==> config.mk <==
export PLATFORM = sky130hd
export DESIGN_NAME = note_envelope
export DESIGN_NICKNAME = d
export VERILOG_FILES = /design/src/rtl/note_envelope.sv
export SDC_FILE = /design/constraint.sdc
export NUM_CORES = 1
export LEC_CHECK = 0
export BUFFER_PORTS_ARGS = -buffer_cell sky130_fd_sc_hd__buf_2
export CAP_MARGIN = 20
export CORE_ASPECT_RATIO = 1.25
export CORE_MARGIN = 1
export CORE_UTILIZATION = 40
export CTS_CLUSTER_DIAMETER = 120
export CTS_CLUSTER_SIZE = 10
export DETAILED_ROUTE_END_ITERATION = 10
export PLACE_DENSITY = 0.66
export SETUP_SLACK_MARGIN = 0.3
export SLEW_MARGIN = 20
export SYNTH_ARGS = -nofsm -noshare
export SYNTH_HDL_FRONTEND = slang
export SYNTH_SLANG_ARGS = --single-unit
==> constraint.sdc <==
create_clock -name clk -period 7.3 [get_ports clk]
set_input_delay 2.19 -clock clk [delete_from_list [all_inputs] [get_ports clk]]
set_output_delay 2.19 -clock clk [all_outputs]
set_load 0.02 [all_outputs]
==> src/rtl/note_envelope.sv <==
`default_nettype none
// ============================================================================
// Module      : note_envelope
// Description : ADSR amplitude envelope placed after the DDS voice. A
//               free-running divider produces the envelope tick, a five-state
//               FSM ramps a 16-bit level, and a two-stage multiply pipeline
//               scales the incoming signed sample by that level.
//
// Ports       : clk        - system clock, all logic on the rising edge
//               rst        - synchronous active-high reset
//               gate       - key held (1 = note on)
//               sample_in  - signed 16-bit sample from the DDS voice
//               atk_step   - level increment per tick in ATTACK (0 = instant)
//               dec_step   - level decrement per tick in DECAY (0 = instant)
//               sus_level  - unsigned sustain level
//               rel_step   - level decrement per tick in RELEASE (0 = instant)
//               sample_out - signed scaled sample (2-cycle latency)
//               env_level  - current unsigned envelope level
//               env_state  - IDLE=0 ATTACK=1 DECAY=2 SUSTAIN=3 RELEASE=4
//               active     - envelope not idle
//
// Revision    : 1.0 - initial release
// ============================================================================
module note_envelope #(
    parameter int TICK_DIV = 2500
) (
    input  logic        clk,
    input  logic        rst,
    input  logic        gate,
    input  logic [15:0] sample_in,
    input  logic [15:0] atk_step,
    input  logic [15:0] dec_step,
    input  logic [15:0] sus_level,
    input  logic [15:0] rel_step,
    output logic [15:0] sample_out,
    output logic [15:0] env_level,
    output logic [2:0]  env_state,
    output logic        active
);

    typedef enum logic [2:0] {
        ST_IDLE    = 3'd0,
        ST_ATTACK  = 3'd1,
        ST_DECAY   = 3'd2,
        ST_SUSTAIN = 3'd3,
        ST_RELEASE = 3'd4
    } state_t;

    localparam logic [15:0] C_TICK_LAST = 16'(TICK_DIV - 1);
    localparam logic [15:0] C_LEVEL_MAX = 16'hFFFF;

    logic [15:0]        r_tick_cnt;
    logic               r_gate_d;
    state_t             r_state;
    state_t             w_state_nxt;
    logic [15:0]        r_level;
    logic [15:0]        w_level_nxt;
    logic signed [15:0] r_s1_sample;
    logic [15:0]        r_s1_level;
    logic signed [32:0] r_prod;

    logic               w_tick;
    logic               w_rise;
    logic [16:0]        w_atk_sum;
    logic [15:0]        w_dec_diff;
    logic               w_unused_prod_bits;

    assign w_tick     = (r_tick_cnt == C_TICK_LAST);
    assign w_rise     = gate & ~r_gate_d;
    // Attack sum is kept one bit wider so the saturation test sees the carry.
    assign w_atk_sum  = {1'b0, r_level} + {1'b0, atk_step};
    // Only meaningful when r_level >= dec_step; the underflow case is
    // screened out before this value is used.
    assign w_dec_diff = r_level - dec_step;

    // ------------------------------------------------------------------
    // Next-state / next-level logic. Gate edges take priority over the
    // tick, so an edge landing on a tick cycle swallows that update.
    // ------------------------------------------------------------------
    always_comb begin
        w_state_nxt = r_state;
        w_level_nxt = r_level;
        if (w_rise) begin
            // Retrigger keeps the current level so attack resumes smoothly.
            w_state_nxt = ST_ATTACK;
        end else if (!gate && (r_state == ST_ATTACK || r_state == ST_DECAY ||
                               r_state == ST_SUSTAIN)) begin
            w_state_nxt = ST_RELEASE;
        end else if (w_tick) begin
            case (r_state)
                ST_IDLE: begin
                    w_level_nxt = 16'd0;
                end
                ST_ATTACK: begin
                    if (atk_step == 16'd0 || w_atk_sum >= {1'b0, C_LEVEL_MAX}) begin
                        w_level_nxt = C_LEVEL_MAX;
                        w_state_nxt = ST_DECAY;
                    end else begin
                        w_level_nxt = w_atk_sum[15:0];
                    end
                end
                ST_DECAY: begin
                    if (dec_step == 16'd0 || r_level < dec_step ||
                        w_dec_diff <= sus_level) begin
                        w_level_nxt = sus_level;
                        w_state_nxt = ST_SUSTAIN;
                    end else begin
                        w_level_nxt = w_dec_diff;
                    end
                end
                ST_SUSTAIN: begin
                    w_level_nxt = sus_level;
                end
                ST_RELEASE: begin
                    if (rel_step == 16'd0 || r_level <= rel_step) begin
                        w_level_nxt = 16'd0;
                        w_state_nxt = ST_IDLE;
                    end else begin
                        w_level_nxt = r_level - rel_step;
                    end
                end
                default: begin
                    w_level_nxt = 16'd0;
                    w_state_nxt = ST_IDLE;
                end
            endcase
        end
    end

    // ------------------------------------------------------------------
    // Divider, envelope registers and the scaling pipeline.
    // ------------------------------------------------------------------
    always_ff @(posedge clk) begin
        if (rst) begin
            r_tick_cnt  <= 16'd0;
            r_gate_d    <= 1'b0;
            r_state     <= ST_IDLE;
            r_level     <= 16'd0;
            r_s1_sample <= 16'sd0;
            r_s1_level  <= 16'd0;
            r_prod      <= 33'sd0;
        end else begin
            r_tick_cnt  <= w_tick ? 16'd0 : r_tick_cnt + 16'd1;
            r_gate_d    <= gate;
            r_state     <= w_state_nxt;
            r_level     <= w_level_nxt;
            r_s1_sample <= $signed(sample_in);
            r_s1_level  <= r_level;
            // Level is zero-extended so it multiplies as a positive value.
            r_prod      <= r_s1_sample * $signed({1'b0, r_s1_level});
        end
    end

    // Dropping the low 16 bits is an arithmetic shift (floor); bit 32 is
    // pure sign extension and carries no information.
    assign sample_out         = r_prod[31:16];
    assign w_unused_prod_bits = ^{r_prod[32], r_prod[15:0]};

    assign env_level = r_level;
    assign env_state = r_state;
    assign active    = (r_state != ST_IDLE);

endmodule
`default_nettype wire

==> results.txt, run 1 <==
The number of antenna violations at the first check in global routing is 2, and the total area of multi-input combinational cells is 11,400 µm². The tools report the largest net degree at the start of global routing as 34. The remaining routing DRC violations is 0, and the post-synthesis sequential element count is 84.

After routing the design area is 15,900 µm². Clock tree synthesis inserted a total of 9 buffers. Slowest cell on the critical path: sky130_fd_sc_hd__fa_1.

The core region is 35,600 µm². The tool flagged a number of max-cap violations equal to 0. The mean instance size in the synthesized netlist is 8.57 µm², and the total negative setup slack is 0 ps.

The logs give 0 for the number of warning messages in the yosys log and 1690 µm² for the register area. The clock arrives with 16.9 ps of skew. The path class of the lowest-slack min-delay path is flip-flop to flip-flop. For the total leakage power, the log shows 8.24 nW. Walking the worst path, the cells encountered are buf_4 > nand2_1 > fa_1 > inv_1 > fa_1 > fa_1 > fa_1 > fa_1 > inv_1 > fa_1 > inv_1 > ha_1 > nor3_1 > o221ai_1 > a31oi_1 > o31ai_1 > o41a_1 > a211o_1 > a21oi_1 > mux2_2. Across the VDD grid, the largest voltage drop is 0.122 mV. The maximum fanout count along the critical path came out at 9. Basic-gate share of the synthesized area counting and, or, nand and nor cells: 0.186. The root cell of the clock tree is sky130_fd_sc_hd__clkbuf_16. The netlist uses 79 different library cells. After the first detailed-routing iteration, the DRC count stood at 513. The worst setup path is launched from a flip-flop. Final-report max-slew violation count: 0. Width of the die: 172 µm. The run gives 2 as the deepest clock path buffer count. Wire segments on met2 add up to 19,100 µm in the final route. Post-detailed-routing wire length: 37,400 µm. Cell depth of the worst hold path: 1. Routability-driven placement finished with a final weighted congestion of 0.887.

The die covers 37,100 µm². The critical path is of the flip-flop to flip-flop type. 119 I/O pins were placed. After detailed routing, the average wire length per cell comes to 16.5 µm.

The first global-routing pass estimated 63,100 µm of wire. The count of mapped cells out of synthesis is 1,695, and the clock sink count is 84. Number of hold buffers added after CTS: 0. The tools report the final antenna-violating net count as 0. The via count of the first global-routing pass was 12,800. The run gives 0 as the total of endpoints with negative setup slack in the final report. The run gives 7570 ps as the critical path required time. Counting cells, the worst reg-to-reg path comes to 20. The total via count after detailed routing is 11,900, and the clock network latency to the later pin of the worst-skew pair is 380 ps. Compared with the post-synthesis result, the final layout area differs by 9.50%.

Counting the fill cells in the layout gives 3,499. After synthesis, the largest family of logic cells by area is adder cells. At the pin with the least slew margin, the transition time is 994 ps.

Leaving out fill and tap cells, the most frequent cell in the layout is sky130_fd_sc_hd__inv_1. The delay contributed by the slowest stage of the critical path came out at 570 ps. Summing all placed instances gives a cell area of 15,600 µm². The tools report the global-route total usage across every layer as 0.218. The die is 215 µm tall.

The half-perimeter wire length after detailed placement is 31,600 µm. The time the final worst path needs with I/O delays and setup is 6700 ps. The share of synthesized cell area in full adder, half adder and majority cells works out to 0.424. For the sequential cell area fraction in the yosys report, the log shows 0.116. The worst setup path is captured at a flip-flop. Number of vias per cell: 5.26. The run gives 2,244 as the layout net count.

Setup repair after global routing left no endpoint under its margin. The clock input transition at the sequential cells of the worst setup and hold paths is 80 ps. The synthesized design contains 0 enable-type register cells.

For the worst setup path, the data arrival time is 6970 ps. The effective utilization at floorplan was 0.408; the final-report hold violation count was 0. In the final routing, the length of wire on met1 measures 15,300 µm. The run finished with clean final reports. The tools report the remaining max-slew budget at the tightest pin as 0.335. Timing would allow up to 0.149 GHz. Once the clock tree was built, the setup fixing pass inserted 0 buffers. For this design the ratio of total power to cell area is 74.2 nW/µm².

The final clock period utilization by the worst path is 0.918, and the netlist area before placement is 14,500 µm². The fraction of the mapped netlist area in compound gates is 0.132. In this run the tool buffered the top-level ports with 118 buffer cells.

The first detailed-routing pass ran for 5 iterations. Xor/xnor cell area share of the yosys netlist: 0.0296. The total number of H-tree levels came out at 3. The portion of netlist area occupied by mux cells was 0.0134. For this run, the leading register cell type out of synthesis is sky130_fd_sc_hd__dfxtp_1. TritonCTS built the clock tree. The number of gates given a new drive strength after cts was 0; the met3 layer wire length in the routed design was 1480 µm.

Routed signal wires occupy layers up through met5. The share of cells above drive strength 1 works out to 0.109. The most frequent cell on the critical path is sky130_fd_sc_hd__fa_1. The floorplan has 77 rows.

The net count after synthesis is 2,153, and the share of flip-flops with an asynchronous set or reset is 0. The total overflow left after global routing is 0. The library cells used most frequently in the layout, excluding fill and tap cells, are sky130_fd_sc_hd__inv_1, sky130_fd_sc_hd__fa_1, sky130_fd_sc_hd__ha_1.
routing by layer:
metal | GRT usage | vias to the layer above
met1 | 0.256 | 5831
met4 | 0.102 | 2
li1 | - | 5718
met5 | 0 | -
met2 | 0.391 | 292
met3 | 0.0269 | 81
path summary, 6_finish.rpt:
check | start | end | slack, ps
setup / recovery | r_s1_sample[8] | r_prod[30] | 600
hold / removal | r_tick_cnt[0] | r_tick_cnt[0] | 460
setup reg to reg | r_s1_sample[8] | r_prod[30] | 600
hold reg to reg | r_tick_cnt[0] | r_tick_cnt[0] | 460
Yosys cell counts, types with 15 or more instances:
cell,instances,share of area
sky130_fd_sc_hd__a21o_1,30,0.016
sky130_fd_sc_hd__a21oi_1,56,0.019
sky130_fd_sc_hd__a31oi_1,15,0.0065
sky130_fd_sc_hd__and2_1,117,0.050
sky130_fd_sc_hd__clkbuf_1,51,0.013
sky130_fd_sc_hd__dfxtp_1,84,0.12
sky130_fd_sc_hd__fa_1,196,0.27
sky130_fd_sc_hd__ha_1,179,0.15
sky130_fd_sc_hd__inv_1,315,0.081
sky130_fd_sc_hd__nand2_1,171,0.044
sky130_fd_sc_hd__nand2b_1,20,0.0086
sky130_fd_sc_hd__nand3_1,19,0.0065
sky130_fd_sc_hd__nand4_1,16,0.0069
sky130_fd_sc_hd__nor2_1,76,0.020
sky130_fd_sc_hd__nor2b_1,42,0.018
sky130_fd_sc_hd__nor3_1,19,0.0065
sky130_fd_sc_hd__nor4_1,15,0.0065
sky130_fd_sc_hd__o21ai_0,37,0.013
sky130_fd_sc_hd__xnor2_1,32,0.019
sky130_fd_sc_hd__xor2_1,17,0.010
layout make-up:
cell class                      instances  share of cell area
Multi-Input combinational cell       1237               0.718
Sequential cell                        84               0.107
Clock inverter                          6             0.00291
Tap cell                              474              0.0373
Antenna cell                            1            0.000157
Timing Repair Buffer                  138              0.0466
Inverter                              316              0.0746
Clock buffer                           10              0.0144
metrics by stage:
step | setup slack (ps) | cells | total power (W) | hold WS, ps | utilization
after floorplan | 1150 | 1695 | 0.000641 | 430 | -
after global placement | 426 | 2249 | 0.000724 | 444 | 0.439
after detailed placement | 361 | 2249 | 0.000727 | 454 | 0.439
after CTS | 359 | 2265 | 0.00120 | 469 | 0.447
after global routing | 318 | 2265 | 0.00124 | 499 | 0.447
final | 601 | 2266 | 0.00118 | 464 | 0.447
power breakdown:
part / internal [W] / total (W) / leakage (nW) / switching, W
registers: 0.000469 / 0.000490 / 0.689 / 0.0000216
logic: 0.0000952 / 0.000228 / 7.42 / 0.000133
clock network: 0.000234 / 0.000461 / 0.130 / 0.000228
critical path, delay by kind of cell, from the launching register on:
kind	cells	cell delay, ps
compound gates	6	1780
fa+ha+maj	7	3150
buf+inv	4	390
flops	1	550
mux	1	340
simple gates	2	360
cell families (layout without fill, tap and decap cells):
family / after synthesis / after routing
and+or+nand+nor: 531 / 531
adders and majority gates: 375 / 375
buffers and inverters: 374 / 470
AOI/OAI and AO/OA: 264 / 264
DFF: 84 / 84
xor gates and xnor gates: 49 / 49
muxes: 18 / 18
other: 0 / 1
sequential cells by signal (all words and copies together) (netlist names):
register     count
r_prod          16
r_s1_level      16
env_level       16
r_tick_cnt      16
r_s1_sample     16
env_state        3
r_gate_d         1
Power figures use the tool's default switching activity.
==> run 2, diff against run 1 <==
Settings changed: CORE_ASPECT_RATIO 1.25 to 0.7.
==> run 2 against run 1 <==
First-iteration DRC count grew 120%. Sequential share of layout area is 0.15 points lower. Critical path depth did not move. Global-route usage up 0.45 points. Register-to-register slack better by 40 ps. Combinational power grew 4%. Design area is 0.66% higher. Critical endpoint is now env_level[15]. Sequential power hardly changed. Final cell count is 0.26% higher. Largest power group is now the clock network. Highest routed layer is now met4. Count of clock-buffer cells in the layout fell by 1. Hold slack better by 24 ps.
==> results.txt, run 2 (same netlist as run 1, synthesis figures left out) <==
The maximum fanout count along the critical path works out to 11 (+2). The largest individual stage delay along the critical path comes from the cell sky130_fd_sc_hd__or4b_2. The internal power consumption came out at 0.000836 W (+4.8%). The critical register-to-register path endpoint was r_prod[30]. The count of cells along the worst register-to-register path was 18 (-10%). The total leakage power was 8.29 nW (+0.64%). The measured slew at the worst slew-check pin is 876 ps (-118 ps).

TritonCTS built the clock tree. The total number of H-tree levels came out at 3 (unchanged). For the final-report hold violation count, the log shows 0 (unchanged).

The floorplan row count was 57 (-26%). The tools report the number of placed I/O pins as 119 (unchanged). The worst setup path is of the primary input to flip-flop kind.

The run gives 33,000 µm (+4.4%) as the half-perimeter wire length after detailed placement. The remaining routing DRC violations is 0 (unchanged). The deepest clock path buffer count came out at 2 (unchanged).

The sequential share of power was 0.398 (-0.018). The capturing instance or port of the critical path was env_level[15]. Setup repair after global routing left no endpoint under its margin. The final antenna-violating net count is 0 (unchanged), and the delay contributed by the slowest stage of the critical path is 710 ps (+140 ps). In the layout the commonest cells are sky130_fd_sc_hd__inv_1, sky130_fd_sc_hd__fa_1, sky130_fd_sc_hd__ha_1. The violation count after the first detailed-routing iteration is 1,107 (+120%), and the largest clock skew in the final design is 13.9 ps (-3.02 ps). The total of endpoints with negative setup slack in the final report came out at 0 (unchanged). Total clock buffers created by CTS: 9 (unchanged). The total via count after detailed routing is 12,100 (+1.6%), and the switching power is 0.000394 W (+3.1%). For the overflow left after global routing, the log shows 0 (unchanged). The run gives 564 ps (-37.3 ps) as the post-route worst setup slack. STA classifies the critical path startpoint as a primary input. Core area: 35,200 µm² (-0.90%). The worst hold path begins at r_tick_cnt[0].

The worst-case hold slack is 489 ps (+24.4 ps). For the global-route total usage across every layer, the log shows 0.223 (+0.00445). The run gives 0.411 (+0.0763) as the remaining max-slew budget at the tightest pin. The capturing element type of the critical path was a flip-flop.

The number of vias per cell came out at 5.33 (+1.3%). The flow ran to the end, and the final reports show no timing, DRC or antenna violations. The maximum VDD drop was 0.119 mV (-2.6%); the total of buffers placed on input and output ports was 118 (unchanged).

The proportion of total power due to net switching was 0.320 (-0.00348); the clock network latency to the later pin of the worst-skew pair was 370 ps (about the same). The fraction of power consumed by combinational cells came out at 0.194 (about the same). For the weighted congestion at the end of routability-driven global placement, the log shows 1.01 (+13%).

The height of the chip came out at 161 µm (-25%). The critical path required time was 7520 ps (-50 ps). For the fmax, the log shows 0.148 GHz (-0.55%). Via count of the first global-routing pass: 12,000 (-6.3%). The worst setup timing slack at the placement stage is -66.1 ps (-427 ps), and the number of antenna violations at the first check in global routing is 0 (-2). The run gives 37,100 µm² (about the same) as the die area.

The tools report the root cell of the clock tree as sky130_fd_sc_hd__clkbuf_16. The run gives 39,800 µm (+6.3%) as the post-detailed-routing wire length. The total number of cells along the worst setup path came out at 20 (unchanged).

The share of cells above drive strength 1 works out to 0.110 (+0.000628). The tools report the first-pass GRT wire length as 65,400 µm (+3.7%). Effective utilization at floorplan: 0.412 (+0.00370). The critical path goes through buf_2 > inv_1 > ha_1 > nor2b_1 > o21ai_0 > a21o_1 > a31oi_1 > a21oi_1 > or4b_2 > nand3_1 > ha_1 > nand4_1 > nor4_1 > nor2_1 > o211ai_1 > buf_4 > buf_4 > nor4_1 > a211oi_1 > o221ai_1. The final-report max-slew violation count was 0 (unchanged); the mean routed wirelength per cell was 17.5 µm (+6.0%). The power density over the cells works out to 76.9 nW/µm² (+3.6%). The cell family contributing the most delay on the critical path is simple AND/OR/NAND/NOR gates. The max-capacitance violation count was 0 (unchanged). In this run the worst hold path is classified as flip-flop to flip-flop. The register-to-register setup slack was 640 ps (+40 ps); the number of iterations in the first detailed-routing pass was 7 (+2). The area added between synthesis and finish is 10.2%. The tools report the critical path startpoint as dec_step[1]. For the arrival time reported for the critical path endpoint, the log shows 6950 ps (-20 ps). The clock sink count is 84 (unchanged). The width of the die works out to 230 µm (+33%).

The share of power burned in the clock network came out at 0.409 (+0.018). Most common cell after layout, fill and taps aside: sky130_fd_sc_hd__inv_1. The time the final worst path needs with I/O delays and setup is 6740 ps (+37.3 ps).

The clock input transition at the sequential cells of the worst setup and hold paths works out to 70 ps (about the same). For the layout net count, the log shows 2,252 (+0.36%). The critical path buffer and inverter count came out at 4 (unchanged). In this run the critical register-to-register path is launched from r_s1_sample[2]. The largest net degree at the start of global routing was 60 (+76%); the final clock period utilization by the worst path was 0.923 (+0.00512).
-- run 2: cell types whose count changed in the layout (fill, tap and decap cells not counted), moves of 2 or more --
cell / change
sky130_fd_sc_hd__inv_6: -3
sky130_fd_sc_hd__dfxtp_2: -10
sky130_fd_sc_hd__dfxtp_1: +10
sky130_fd_sc_hd__buf_4: +8
sky130_fd_sc_hd__inv_8: +2
-- run 2: final cells by class --
type | count | area, µm²
Fill cell | 3468 | 19200
Tap cell | 472 | 591
Clock inverter | 7 | 83.8
Clock buffer | 9 | 225
Inverter | 316 | 1190
Multi-Input combinational cell | 1237 | 11400
Timing Repair Buffer | 146 | 801
Antenna cell | 1 | 2.50
Sequential cell | 84 | 1680
-- run 2: what timing repair did --
item                                   in CTS  in global routing
gates resized for setup                     1                  3
hold buffers                                0                  0
cloned                                      0                  0
buffers inserted                            0                  0
setup endpoints to repair                   1                  7
endpoints found under the hold margin       0                  0
-- run 2: per-layer routing --
metal	GRT usage	share of wire	vias up	wire, µm
li1	-	-	5723	-
met5	0	0	-	0
met3	0.0321	0.076	40	3020
met2	0.342	0.44	437	17300
met4	0.0385	0.013	0	518
met1	0.334	0.47	5913	18900
-- run 2: power by group through the flow --
| stage | Clock, W | Sequential [W] | Combinational (W) |
|---|---|---|---|
| final | 0.000503 | 0.000489 | 0.000238 |
| after global routing | 0.000537 | 0.000491 | 0.000264 |
| after CTS | 0.000517 | 0.000489 | 0.000234 |
| after detailed placement | 0 | 0.000500 | 0.000233 |
| after global placement | 0 | 0.000499 | 0.000228 |
| after floorplan | 0 | 0.000491 | 0.000150 |
-- run 2: how the worst min path moves through the flow --
stage | to | slack [ps] | cells past startpoint
after floorplan | r_tick_cnt[0] | 430 | 1
after global placement | r_tick_cnt[0] | 450 | 1
after detailed placement | r_tick_cnt[0] | 470 | 1
after CTS | r_tick_cnt[0] | 490 | 1
after global routing | r_tick_cnt[0] | 540 | 1
final | r_tick_cnt[0] | 490 | 1
-- run 2: per-stage QoR --
step | TNS [ps] | total power, W | instances | util | cell area [µm²]
2_1_floorplan | 0 | 0.000641 | 1695 | - | 14500
3_3_place_gp | 0 | 0.000727 | 2255 | 0.445 | 15700
3_5_place_dp | -66.1 | 0.000732 | 2255 | 0.445 | 15700
4_1_cts | 0 | 0.00124 | 2271 | 0.454 | 16000
5_1_grt | 0 | 0.00129 | 2271 | 0.454 | 16000
6_report | 0 | 0.00123 | 2272 | 0.454 | 16000
==> run 3, diff against run 2 <==
Settings changed: MAX_ROUTING_LAYER from default to met4, PLACE_DENSITY 0.66 to 0.68, RECOVER_POWER from default to 50.
==> run 3 against run 2 <==
Non-clock buffer count grew 1. Largest power group unchanged. Sequential cell count unchanged. Routed wire length increased by 3.5%. Global-route usage is 1.1 points higher. Critical path depth decreased by 2. First-iteration DRC count is 12% lower. Via count rose by 0.51%. Setup slack better by 4.9 ps. Fmax about the same. The flow now finishes with violations (capacitance limit, slew limit).
==> results.txt, run 3 (same netlist as run 1, synthesis figures left out) <==
The maximum VDD drop was 0.114 mV (-4.5%); the internal power consumption was 0.000833 W (-0.35%). The cell depth of the worst hold path is 1 (unchanged), and the total leakage power is 8.18 nW (-1.3%). Violation count after the first detailed-routing iteration: 978 (-12%). The critical register-to-register path endpoint is r_prod[30]. The path with the worst hold slack has its endpoint at r_tick_cnt[0]. The cell that appears most often on the critical path is sky130_fd_sc_hd__ha_1.

The run finished, with violations left. The path class of the tightest hold or removal check is flip-flop to flip-flop. Slowest cell on the critical path: sky130_fd_sc_hd__a2111oi_1.

The max-capacitance violation count is 1 (+1). The measured slew at the worst slew-check pin is 1630 ps (+754 ps), and the mean routed wirelength per cell is 18.1 µm (+3.3%). The deepest clock path buffer count was 2 (unchanged); the width of the die was 230 µm (unchanged). Overflow left after global routing: 0 (unchanged). The delay contributed by the slowest stage of the critical path was 750 ps (+40 ps). The layout net count is 2,253 (+0.044%).

The final reports fail on capacitance limit, slew limit. The clock sink count came out at 84 (unchanged). Total number of H-tree levels: 3 (unchanged).

By startpoint and endpoint, the worst setup path is classified as primary input to flip-flop. The tools report the half-perimeter wire length after detailed placement as 34,500 µm (+4.8%). TritonCTS built the clock tree. The tools report the sequential share of power as 0.397 (about the same).

The worst register-to-register path begins at r_s1_level[8]. The tools report the clock network latency to the later pin of the worst-skew pair as 370 ps (about the same). The power density over the cells is 77.0 nW/µm² (+0.13%), and the total clock buffers created by CTS is 9 (unchanged).

The run gives 0 (unchanged) as the number of hold buffers added after CTS. Setup repair after global routing left no endpoint under its margin. The time the final worst path needs with I/O delays and setup was 6730 ps (-4.91 ps); the switching power was 0.000395 W (+0.30%). The tools report the number of antenna violations at the first check in global routing as 4 (+4).

The critical path buffer and inverter count was 3 (-1). The maximum fanout count along the critical path was 11 (unchanged). The final-report max-slew violation count was 36 (+36); the proportion of total power due to net switching was 0.322 (+0.00142).

In the layout the commonest cells are sky130_fd_sc_hd__inv_1, sky130_fd_sc_hd__fa_1, sky130_fd_sc_hd__ha_1. The register-to-register setup slack was 620 ps (-20 ps). The final-layout fill cell count is 3,534 (+1.9%). The fraction of power consumed by combinational cells is 0.196 (+0.002). The startpoint identified for the worst hold timing path is r_tick_cnt[0].

For the remaining routing DRC violations, the log shows 0 (unchanged). Root cell of the clock tree: sky130_fd_sc_hd__clkbuf_16. From synthesis to final layout, the design area changed by 9.94%. The run gives 41,100 µm (+3.5%) as the post-detailed-routing wire length.

The startpoint type of the worst setup path was a primary input. The critical path required time is 7610 ps (+90 ps). The die area is 37,100 µm² (unchanged). For the number of iterations in the first detailed-routing pass, the log shows 6 (-1).

The largest clock skew in the final design is 14.9 ps (+0.982 ps). Total negative setup slack: 0 ps (unchanged). The run gives 0.00123 W (-0.14%) as the total power after layout.

The tools report the fmax as 0.149 GHz (about the same). The final-report hold violation count is 0 (unchanged). The final antenna-violating net count is 0 (unchanged), and the floorplan row count is 57 (unchanged). The number of vias per cell works out to 5.35 (+0.34%).

The critical path goes through buf_2 > inv_1 > ha_1 > nor2b_1 > o21ai_0 > a21o_1 > a31oi_1 > a21oi_1 > or4b_2 > nand3_1 > ha_1 > nand4_1 > a2111oi_1 > o211ai_1 > buf_4 > a311o_1 > a22oi_1 > mux2i_1. The run gives 36 (-40%) as the largest net degree at the start of global routing. For the count of buffers added by post-CTS timing repair for setup, the log shows 0 (unchanged).

Effective utilization at floorplan: 0.412 (unchanged). The tools report the number of placed I/O pins as 119 (unchanged). The worst-case hold slack is 464 ps (-24.9 ps), and the via count of the first global-routing pass is 12,300 (+2.0%). The library cell used most frequently in the layout, excluding fill and tap cells, is sky130_fd_sc_hd__inv_1. The total of endpoints with negative setup slack in the final report is 0 (unchanged).

For the total via count after detailed routing, the log shows 12,200 (+0.51%). For the share of power burned in the clock network, the log shows 0.407 (-0.002). The global-route total usage across every layer is 0.234 (+0.0108). The height of the chip works out to 161 µm (unchanged). The arrival time reported for the critical path endpoint was 7040 ps (+90 ps); the final clock period utilization by the worst path was 0.922 (about the same). Number of gates given a new drive strength after cts: 0 (-1). For the core area, the log shows 35,200 µm² (unchanged).

First-pass GRT wire length: 66,200 µm (+1.2%). The run gives 1.04 (+3.4%) as the weighted congestion at the end of routability-driven global placement. The total of buffers placed on input and output ports came out at 118 (unchanged). The count of cells along the worst register-to-register path is 18 (unchanged), and the share of cells above drive strength 1 is 0.0956 (-0.0139).

For the remaining max-slew budget at the tightest pin, the log shows -0.0866 (-0.498). Grouping stages by cell kind, the critical path spends the most delay in compound AO/OA/AOI/OAI gates. STA classifies the critical path endpoint as a flip-flop. The clock input transition at the sequential cells of the worst setup and hold paths was 70 ps (about the same).
-- run 3: changes by cell type in the layout (fill, tap and decap cells not counted), moves of 3 or more --
cell and delta:
sky130_fd_sc_hd__buf_2 -28, sky130_fd_sc_hd__diode_2 +3, sky130_fd_sc_hd__dfxtp_1 -3, sky130_fd_sc_hd__dfxtp_2 +3, sky130_fd_sc_hd__clkbuf_1 +29
-- run 3: how the worst max path moves through the flow --
stage	endpoint	cells past startpoint	slack, ps	startpoint
floorplan	env_level[10]	18	1150	dec_step[1]
global placement	env_state[0]	18	300	dec_step[0]
detailed placement	env_state[0]	18	230	dec_step[1]
CTS	r_prod[30]	18	470	r_s1_level[9]
global route	env_state[0]	18	300	dec_step[1]
finish	env_state[0]	18	570	dec_step[1]
-- run 3: layer usage --
layer  share of wire  routed length [µm]  track usage  up-vias
li1                -                   -            -     5736
met4           0.012                 499       0.0461        0
met2            0.44               17900        0.343      420
met5               0                   0            -        -
met1            0.48               19800        0.335     5982
met3           0.071                2930       0.0427       37
-- run 3: power groups by stage --
stage,sequential (W),combinational [W],clock [W]
floorplan,0.000491,0.000150,0
global placement,0.000497,0.000235,0
detailed placement,0.000497,0.000238,0
CTS,0.000486,0.000240,0.000515
global route,0.000489,0.000268,0.000533
finish,0.000487,0.000241,0.000500
-- run 3: stage by stage --
stage	utilization	cells	cell area, µm²	setup WS (ps)
after floorplan	-	1695	14500	1150
after global placement	0.445	2256	15700	297
after detailed placement	0.445	2256	15700	229
after CTS	0.454	2272	16000	468
after global routing	0.453	2276	16000	302
final	0.453	2276	16000	569
-- run 3: final cells by class --
type                    count  area, µm²  share of cell area
well taps                 472        591              0.0370
repair buffers            147        769              0.0482
diodes                      4       10.0            0.000627
flip-flops and latches     84       1690               0.106
multi-input cells        1237      11400               0.716
clock inverters             7       73.8             0.00462
inverters                 316       1190              0.0743
clock buffers               9        225              0.0141
